File: src/rtl/mem_port_arbiter.sv
// mem_port_arbiter: shares one RAM port between a fetch requester and a data read/write requester.
// Grants from IDLE and holds each access until ram_ready; `define ARB_FAIR_EN enables fetch starvation control.
module mem_port_arbiter #(
  parameter int STARVE_LIM = 4
) (
  input  logic        clk,
  input  logic        rst,
  input  logic        if_req,
  input  logic [31:0] if_addr,
  output logic [31:0] if_word,
  output logic        if_valid,
  input  logic        d_read,
  input  logic [31:0] d_r_addr,
  output logic [31:0] d_r_line,
  input  logic        d_write,
  input  logic [31:0] d_w_addr,
  input  logic [31:0] d_w_line,
  output logic        d_done,
  output logic        stall,
  output logic [31:0] ram_addr,
  output logic [31:0] ram_w_line,
  input  logic [31:0] ram_r_line,
  output logic        ram_read,
  output logic        ram_write,
  input  logic        ram_ready
);

  typedef enum logic [1:0] {
    IDLE   = 2'd0,
    FETCH  = 2'd1,
    DREAD  = 2'd2,
    DWRITE = 2'd3
  } state_e;

  state_e      state_q, state_d;
  logic [31:0] ram_addr_q, ram_w_line_q, d_w_addr_q, if_word_q, d_r_line_q;
  logic        wr_pend_q;
  logic        grant_data, grant_fetch, rd_done, data_pend, fetch_first;

  assign data_pend = d_read | d_write;

`ifdef ARB_FAIR_EN
  localparam logic [2:0] LIM = 3'(STARVE_LIM);
  logic [2:0] starve_q;

  // Counts data grants that bypassed a waiting fetch; saturates at 7.
  always_ff @(posedge clk) begin
    if (rst) begin
      starve_q <= 3'd0;
    end else if (grant_fetch) begin
      starve_q <= 3'd0;
    end else if (grant_data && if_req && (starve_q != 3'd7)) begin
      starve_q <= starve_q + 3'd1;
    end
  end

  assign fetch_first = if_req && (starve_q >= LIM);
`else
  assign fetch_first = 1'b0;
`endif

  always_ff @(posedge clk) begin
    if (rst) begin
      state_q <= IDLE;
    end else begin
      state_q <= state_d;
    end
  end

  always_comb begin
    state_d     = state_q;
    grant_data  = 1'b0;
    grant_fetch = 1'b0;
    rd_done     = 1'b0;
    if_valid    = 1'b0;
    d_done      = 1'b0;
    ram_read    = 1'b0;
    ram_write   = 1'b0;
    case (state_q)
      IDLE: begin
        if (data_pend && !fetch_first) begin
          grant_data = 1'b1;
          state_d    = d_read ? DREAD : DWRITE;
        end else if (if_req) begin
          grant_fetch = 1'b1;
          state_d     = FETCH;
        end
      end
      FETCH: begin
        ram_read = 1'b1;
        if (ram_ready) begin
          if_valid = 1'b1;
          state_d  = IDLE;
        end
      end
      DREAD: begin
        ram_read = 1'b1;
        if (ram_ready) begin
          rd_done = 1'b1;
          d_done  = !wr_pend_q;
          state_d = wr_pend_q ? DWRITE : IDLE;
        end
      end
      DWRITE: begin
        ram_write = 1'b1;
        if (ram_ready) begin
          d_done  = 1'b1;
          state_d = IDLE;
        end
      end
      default: state_d = IDLE;
    endcase
    // Reset abandons any access without completing it.
    if (rst) begin
      state_d     = IDLE;
      grant_data  = 1'b0;
      grant_fetch = 1'b0;
      rd_done     = 1'b0;
      if_valid    = 1'b0;
      d_done      = 1'b0;
      ram_read    = 1'b0;
      ram_write   = 1'b0;
    end
  end

  assign stall = !rst && ((((state_q == DREAD) || (state_q == DWRITE)) && !d_done) ||
                          ((state_q == IDLE) && data_pend));

  // ram_addr is loaded at grant so it stays put through wait states and idles at its last value.
  always_ff @(posedge clk) begin
    if (rst) begin
      ram_addr_q   <= 32'd0;
      ram_w_line_q <= 32'd0;
      d_w_addr_q   <= 32'd0;
      wr_pend_q    <= 1'b0;
      if_word_q    <= 32'd0;
      d_r_line_q   <= 32'd0;
    end else begin
      if (grant_data) begin
        ram_addr_q <= d_read ? d_r_addr : d_w_addr;
        d_w_addr_q <= d_w_addr;
        wr_pend_q  <= d_read & d_write;
        if (d_write) begin
          ram_w_line_q <= d_w_line;
        end
      end else if (grant_fetch) begin
        ram_addr_q <= if_addr;
      end
      if (rd_done && wr_pend_q) begin
        ram_addr_q <= d_w_addr_q;
        wr_pend_q  <= 1'b0;
      end
      if (if_valid) begin
        if_word_q <= ram_r_line;
      end
      if (rd_done) begin
        d_r_line_q <= ram_r_line;
      end
    end
  end

  assign if_word    = if_valid ? ram_r_line : if_word_q;
  assign d_r_line   = rd_done ? ram_r_line : d_r_line_q;
  assign ram_addr   = ram_addr_q;
  assign ram_w_line = ram_w_line_q;

endmodule

File: config.mk
export PLATFORM = sky130hd
export DESIGN_NAME = mem_port_arbiter
export DESIGN_NICKNAME = d
export VERILOG_FILES = /design/src/rtl/mem_port_arbiter.sv
export SDC_FILE = /design/constraint.sdc
export NUM_CORES = 1
export LEC_CHECK = 0
export ABC_CLOCK_PERIOD_IN_PS = 3920
export CAP_MARGIN = 20
export CORE_ASPECT_RATIO = 1.2
export CORE_MARGIN = 4
export CORE_UTILIZATION = 40
export CTS_CLUSTER_SIZE = 16
export DETAILED_ROUTE_END_ITERATION = 12
export GPL_TIMING_DRIVEN = 0
export PLACE_DENSITY_LB_ADDON = 0.08
export SLEW_MARGIN = 30
export SYNTH_ARGS = -nofsm -noshare
export SYNTH_HDL_FRONTEND = slang
export SYNTH_SLANG_ARGS = --single-unit
File: constraint.sdc
create_clock -name clk -period 3.92 [get_ports clk]
set_clock_uncertainty 0.2 [all_clocks]
set_input_delay 0.784 -clock clk [delete_from_list [all_inputs] [get_ports clk]]
set_output_delay 0.784 -clock clk [all_outputs]
set_load 0.02 [all_outputs]
**Yosys cells after proc, flatten, opt, wreduce, memory -nomap -nowiden**

Cells that the tools add are included.

- Bits of input ports: 166
- Flip-flop bits (word level): 163
- Output and inout bits: 133
- Word-level logic and storage cells: 63

- Reduce and logical (&&, ||, !) cells: 16
- Multiplexer cells: 32
- Eq/ne operators: 6
- Bitwise gates (word level): 2

Operators with widths:

| operator | count |
|---|---|
| $mux W32 | 6 |
| $mux W1 | 19 |
| $mux W2 | 5 |
| $pmux W2 S3 | 1 |
| $reduce_or A2 Y1 | 3 |
| $eq A2 B2 Y1 const B | 2 |
| $logic_and A1 B1 Y1 | 4 |
| $logic_not A1 Y1 | 3 |
| $ne A3 B3 Y1 const B | 1 |
| $reduce_and A3 Y1 | 1 |
| $reduce_bool A3 Y1 | 1 |
| $eq A2 B1 Y1 const B | 1 |
| $logic_not A2 Y1 | 1 |
| $logic_or A1 B1 Y1 | 2 |
| $ne A2 B1 Y1 const B | 1 |
| $ne A2 B2 Y1 const B | 1 |
| $pmux W1 S2 | 1 |
| $reduce_and A2 Y1 | 1 |
| $and A1 B1 Y1 | 1 |
| $or A1 B1 Y1 | 1 |

**Logic depth before layout (Yosys ltp)**

Gate-level depths: netlist of run 1.

- Word-level depth: 8
- Mapped depth: 7
- Gate-level depth less buffers: 5

**Least setup slack after synthesis of run 1**

OpenSTA, ideal clock, no wires.

- Kind: input-to-output
- Start: in rst
- End: out stall
- Stages: 4
- Data required time: 2.936 ns
- Arrival time: 1.856 ns
- Path buffers: 1
- Path slack: 1.080 ns
- Cell sequence: clkbuf_1 > nand2b_1 > a21oi_1 > o32ai_1

- Cells in the longest elaborated chain, start to end: 5
- Elaborated cells on any way between the ends: 6
- Those cells by class: 1 x mux; 5 x reduce/logical

RTL lines:

| item | line | RTL |
|---|---|---|
| start, declared | 7 | `input logic rst,` |
| $mux W1 | 114 | `if (rst) begin` |
| net d_done | 18 | `output logic d_done,` |
| $logic_not A1 Y1 | 126 | `assign stall = !rst && ((((state_q == DREAD) \|\| (state_q == DWRITE)) && !d_done) \|\|` |
| $logic_and A1 B1 Y1 | 126 |  |
| $logic_or A1 B1 Y1 | 126 |  |
| $logic_and A1 B1 Y1 | 126 |  |
| end, declared | 19 | `output logic stall,` |

The timed path passes the listed nets, and every way through them passes these cells.

**Worst setup path in the final report of run 1**

- Start: in rst
- End: out if_word[25]

- Cells in the longest elaborated chain, start to end: 2

RTL lines:

| item | line | RTL |
|---|---|---|
| $mux W1 | 114 |  |
| $mux W32 | n/a |  |
| end, declared | 10 | `output logic [31:0] if_word,` |

Every way passes these cells.

==> results of run 1 <==
-- critical path, cell delays in order --
cell and delay, ns:
clkdlybuf4s50_1 0.54, nand3b_1 0.30, buf_2 0.33, mux2_2 0.38, clkdlybuf4s50_1 0.57
-- state kept, by name, summed over array words and instances, names as in the netlist --
name	count
d_r_line_q	32
d_w_addr_q	32
if_word_q	32
ram_addr	32
ram_w_line	32
state_q	2
wr_pend_q	1
-- layout make-up --
type	instances	area, sq um	share of cell area, %
plain buffers	82	383	3.35
clock buffers	21	470	4.11
clock inverters	11	92.6	0.809
inverters	35	131	1.15
multi-input cells	552	3820	33.4
flip-flops and latches	163	3260	28.5
well taps	252	315	2.76
repair buffers	296	2960	25.9
-- repair_timing --
item                       4_1_cts  5_1_grt
hold endpoints to repair         0        0
cloned                           0        0
resized for setup                1        4
setup buffers                    0        1
setup endpoints to repair        1       58
-- logic make-up (layout without fill, tap and decap cells) --
logic type                 after synthesis  in the layout  share of synthesized area [%]
buffers and inverters                  118            445                           6.67
muxes                                   66             66                           9.79
adders and majority gates                6              6                          0.989
and+or+nand+nor                        310            310                           25.6
DFF                                    163            163                           43.0
AOI/OAI and AO/OA                      170            170                           14.0
-- power groups by stage --
| stage | sequential, mW | clock, mW | combinational (mW) |
|---|---|---|---|
| global placement | 1.94 | 0 | 1.24 |
| global route | 1.93 | 1.69 | 1.34 |
| floorplan | 2.04 | 0 | 0.541 |
| detailed placement | 1.94 | 0 | 1.25 |
| finish | 1.91 | 1.59 | 1.25 |
| CTS | 1.91 | 1.62 | 1.26 |
-- cell usage after synthesis --
cell | number | area share (%)
dfxtp_1 | 163 | 43
nor2b_1 | 99 | 8.2
o21ai_0 | 88 | 5.8
mux2_2 | 66 | 9.8
clkbuf_1 | 56 | 2.8
nor2_1 | 37 | 1.8
nand2b_1 | 36 | 3.0
nand3b_1 | 36 | 3.6
inv_1 | 35 | 1.7
a311oi_1 | 33 | 3.8
nand3_1 | 33 | 2.2
a211oi_1 | 32 | 3.2
nor3b_1 | 32 | 3.2
or4_1 | 32 | 3.2
buf_2 | 18 | 1.2
o21ai_1 | 11 | 0.73
ha_1 | 6 | 0.99
buf_6 | 5 | 0.74
a21oi_1 | 4 | 0.26
buf_1 | 3 | 0.15
a2bb2oi_1 | 1 | 0.12
and3_1 | 1 | 0.082
buf_4 | 1 | 0.099
nand4b_1 | 1 | 0.12
nor3_1 | 1 | 0.066
nor3_4 | 1 | 0.21
o32ai_1 | 1 | 0.12
or2_2 | 1 | 0.082
-- metrics by stage --
step                util (%)  cells  power (mW)  setup TNS, ns
finish                  62.0   1412        4.74              0
global route            62.0   1412        4.96         -0.543
CTS                     61.9   1412        4.78              0
detailed placement      58.9   1380        3.19        -0.0169
global placement        58.9   1380        3.18              0
floorplan                  -    833        2.58              0
-- worst paths after layout --
kind                                     from  cells after the start  slack [ns]                     endpoint
setup / recovery                          rst                      5        0.03                  if_word[25]
hold / removal    d_w_addr_q[12]$_SDFFE_PP0P_                      2        0.28  d_w_addr_q[12]$_SDFFE_PP0P_
setup reg to reg      state_q[0]$_SDFFE_PP0P_                      7        1.60    ram_addr[21]$_SDFFE_PP0P_
hold reg to reg   d_w_addr_q[12]$_SDFFE_PP0P_                      2        0.28  d_w_addr_q[12]$_SDFFE_PP0P_
-- metal layers --
layer,track usage (%),wire [um]
met5,0,0
met3,5.06,1750
met2,38.2,12200
met1,27.7,10000
met4,8.42,645
==> summary.md, run 1 <==
| Metric | Value |
|---|---|
| Sequential power share | `40.2%` |
| Fillers | `1,700` |
| PortBufs | `295` |
| Die Span Y | `159 um` |
| DR WL/cell | `17.5 um` |
| RSZ-0062 raised after global routing | `yes` |
| Crit path required time | `2.94 ns` |
| Final worst slack | `0.0316 ns` |
| Worst Setup Start Kind | `input pin` |
| Period utilization | `99.2%` |
| Area of the mapped netlist | `0.00759 sq mm` |
| Part of the power in combinational logic | `26.3%` |
| Layout cells sized above 1 | `10.8%` |
| FF+latch count, synth | `163` |
| I/O pin count | `299` |
| DIE AREA | `0.0213 sq mm` |
| First-pass GRT wire length | `38,700 um` |
| Clock sinks | `163` |
| Total track usage | `22.5%` |
| Starting Density | `41.2%` |
| Clock root buffer | `clkbuf_16` |
| Most frequent cells in the layout | `clkdlybuf4s50_1, dfxtp_1, nor2b_1` |
| Antenna violations before repair | `0` |
| Final wirelength | `24,700 um` |
| Worst skew pair latency | `0.42 ns` |
| Leakage power | `4.30 nW` |
| Antenna cells | `0` |
| Number of buffers created by CTS | `17` |
| Post-Place Setup Slack | `-0.0169 ns` |
| Vias/cell | `5.16` |
| FP Rows | `54` |
| Maximum vdd ir drop | `0.310 mV` |
| DRC Markers | `0` |
| Post-cts hold buffer count | `0` |
| Core area | `0.0184 sq mm` |
| DR iter-0 viols | `400` |
| Worst Hold Class | `reg2reg` |
| Vias in the first global route | `7,064` |
| Synthesized instance count | `833` |
| Psw | `1.42 mW` |
| Int Pwr | `3.32 mW` |
| Via count | `7,281` |
| Status | `finished, final reports clean` |
| CTS tree | `yes` |
| Syn avg cell area | `9.11 sq um` |
| Slew HR | `59.4%` |
| Final min period | `3.89 ns` |
| Max Freq | `257 MHz` |
| Min Hold Slack | `0.275 ns` |
| Clock Path Buffers | `2` |
| Final net count | `1,319` |
| First-pass iteration count of the detailed router | `5` |
| Crit Path Max Fanout | `10` |
| DIE WIDTH | `134 um` |
| Switching share of power | `29.9%` |
| Crit path kind | `in2out` |
| CP arrival | `2.90 ns` |
| H-tree depth | `4` |
| P&R area growth vs syn | `50.7%` |
| Clock share of power | `33.5%` |
| Clk slew on worst S/H paths | `0.06 ns` |
| Final Hold Fails | `0` |
| MaxCap Viol Count | `0` |
| Grt total ovfl | `0` |
| Final setup fails | `0` |
| YS warnings | `0` |
| Syn_nets | `1,005` |
| Dpl hpwl | `18,800 um` |
| Placed Area | `0.0109 sq mm` |
| Worst slew pin tran | `0.609 ns` |
| Largest net degree at the start of global routing | `17` |
| Fin area | `0.0114 sq mm` |
| GP Congestion | `0.847` |
| Distinct cell type count of the synthesized netlist | `28` |
| Count of pins over their slew limit | `0` |
| Crit end category | `output pin` |
| Post-DRT Antenna Nets | `0` |
| Seq/Total Area, Yosys | `43.0%` |
| PwrDens | `415 mW/mm^2` |
| Commonest non-fill, non-tap cell in the layout | `clkdlybuf4s50_1` |
Power figures use the tool's default switching activity.
==> run 2: changes to the inputs <==
Settings changed: CORE_UTILIZATION 40 to 47.
==> run 2 against run 1 <==
Against the previous run: via count is 0.93% lower; core utilization rose by 11 points; first-iteration DRC count decreased by 12%; sequential power barely moved; non-clock buffer count up 2; combinational power about the same.
==> summary.md, run 2 (synthesized netlist as in run 1, its figures left out) <==
| Metric | Value |
|---|---|
| Hold Path Sink | `d_w_addr_q[30]$_SDFFE_PP0P_` |
| R2R setup slack | `1.59 ns` |
| Total track usage | `25.2%` |
| Max Used Layer | `met4` |
| Most frequent cells in the layout | `clkdlybuf4s50_1, dfxtp_1, nor2b_1` |
| Hold Path Stages | `2` |
| PwrDens | `437 mW/mm^2` |
| Reg-to-reg startpoint | `state_q[1]$_SDFFE_PP0P_` |
| Clock root buffer | `clkbuf_16` |
| Slew HR | `61.3%` |
| Worst skew pair latency | `0.42 ns` |
| Clock Path Buffers | `2` |
| Final Hold Fails | `0` |
| Crit end category | `output pin` |
| Psw | `1.38 mW` |
| Status | `finished, final reports clean` |
| Routed wl met3 | `1920 um` |
| Via count | `7,213` |
| Wl on met1 | `9390 um` |
| Final wirelength | `24,000 um` |
| MaxCap Viol Count | `0` |
| Sequential power share | `38.0%` |
| FP Rows | `50` |
| Vias in the first global route | `7,218` |
| First-pass iteration count of the detailed router | `4` |
| Crit Path Max Fanout | `10` |
| CTS tree | `yes` |
| Clk slew on worst S/H paths | `0.06 ns` |
| DIE WIDTH | `124 um` |
| DRC Markers | `0` |
| Switching share of power | `27.5%` |
| Dpl hpwl | `18,400 um` |
| First-pass GRT wire length | `36,600 um` |
| Clock share of power | `37.2%` |
| Multi-input logic area | `0.00382 sq mm` |
| Final min period | `3.85 ns` |
| Post-DRT Antenna Nets | `0` |
| Worst Setup Start Kind | `input pin` |
| Tot Pwr | `5.03 mW` |
| PortBufs | `295` |
| Crit path required time | `2.94 ns` |
| Largest net degree at the start of global routing | `17` |
| CP arrival | `2.87 ns` |
| Number of buffers created by CTS | `17` |
| Commonest non-fill, non-tap cell in the layout | `clkdlybuf4s50_1` |
| Clock sinks | `163` |
| Starting Density | `48.4%` |
| DR WL met2 | `12,000 um` |
| I/O pin count | `299` |
| DR iter-0 viols | `353` |
| Final setup fails | `0` |
| Hold Crit Start | `d_w_addr_q[30]$_SDFFE_PP0P_` |
| DIE AREA | `0.0183 sq mm` |
| Layout cells sized above 1 | `10.7%` |
| Core area | `0.0157 sq mm` |
| Storage element area | `0.00326 sq mm` |
| R2R depth | `7` |
| Max Freq | `260 MHz` |
| Crit path kind | `in2out` |
| Fillers | `1,260` |
| Period utilization | `98.2%` |
| Leakage power | `4.37 nW` |
| GP Congestion | `0.863` |
| Grt total ovfl | `0` |
| Vias/cell | `5.26` |
| Antenna violations before repair | `1` |
| Maximum vdd ir drop | `0.310 mV` |
| R2r endpoint | `ram_addr[21]$_SDFFE_PP0P_` |
| Worst Hold Class | `reg2reg` |
| Final net count | `1,321` |
| RSZ-0062 raised after global routing | `yes` |
| Worst slew pin tran | `0.581 ns` |
| Count of pins over their slew limit | `0` |
| H-tree depth | `4` |
| P&R area growth vs syn | `51.4%` |
| Setup TNS | `0 ns` |
| Die Span Y | `147 um` |
| Int Pwr | `3.65 mW` |
| DR WL/cell | `17.5 um` |
| Part of the power in combinational logic | `24.8%` |
run 2: changes by cell type in the layout (fill, tap and decap cells not counted), sizes merged, moves of 2 or more:
cell      before  now
bufinv         0    6
inv           40   36
clkinvlp       2    0
clkbuf        80   77
buf           24   27
run 2: cell type report:
cell class	count	share of cell area, %
Multi-Input combinational cell	552	33.3
Sequential cell	163	28.4
Timing Repair Buffer	297	25.8
Clock buffer	19	3.77
Buffer	83	3.32
Tap cell	208	2.26
Clock inverter	12	1.99
Inverter	35	1.14
Antenna cell	1	0.0218
run 2: metrics by stage:
stage | instance area [sq um] | cells | hold slack [ns] | setup slack [ns] | util, %
floorplan | 7590 | 833 | 0.250 | 1.08 | -
global placement | 10800 | 1336 | 0.259 | 0.0610 | 68.8
detailed placement | 10800 | 1336 | 0.265 | 0.0445 | 68.8
CTS | 11500 | 1367 | 0.275 | 0.0468 | 73.0
global route | 11500 | 1370 | 0.293 | -0.0174 | 73.2
finish | 11500 | 1370 | 0.275 | 0.0690 | 73.2
run 2: power groups by stage:
stage	Sequential [mW]	Combinational, mW	Clock, mW
floorplan	2.04	0.541	0
finish	1.91	1.25	1.87
global placement	1.94	1.23	0
detailed placement	1.94	1.24	0
CTS	1.91	1.25	1.89
global route	1.93	1.34	1.97
run 2: worst max-delay path by stage:
| stage | slack (ns) | to | start | depth (start not counted) |
|---|---|---|---|---|
| CTS | 0.05 | d_r_line[29] | state_q[0]$_SDFFE_PP0P_ | 7 |
| floorplan | 1.08 | stall | rst | 4 |
| global placement | 0.06 | d_r_line[29] | rst | 5 |
| global route | -0.02 | d_r_line[8] | state_q[0]$_SDFFE_PP0P_ | 7 |
| finish | 0.07 | if_word[8] | rst | 5 |
| detailed placement | 0.04 | d_r_line[29] | rst | 5 |
run 2: timing repair:
item / 4_1_cts / 5_1_grt
resized for setup: 0 / 5
endpoints found under the setup margin: 0 / 31
buffers inserted: 0 / 2
hold buffers: 0 / 0
hold endpoints to repair: 0 / 0
run 2: metal layers:
metal,vias up,track usage [%]
met5,-,0
li1,3564,-
met1,3330,29.0
met3,43,5.89
met2,276,43.8
met4,0,11.0
run 2: worst max-delay path, stage by stage:
cell and delay [ns]:
clkdlybuf4s50_1 0.53, nand3b_1 0.29, buf_2 0.33, mux2_2 0.38, clkdlybuf4s50_1 0.55
==> run 3: changes to the inputs <==
Settings changed: SLEW_MARGIN 30 to default.
==> results of run 3 <==
Same layout as run 2: the final DEF is identical, and so are final timing and power.
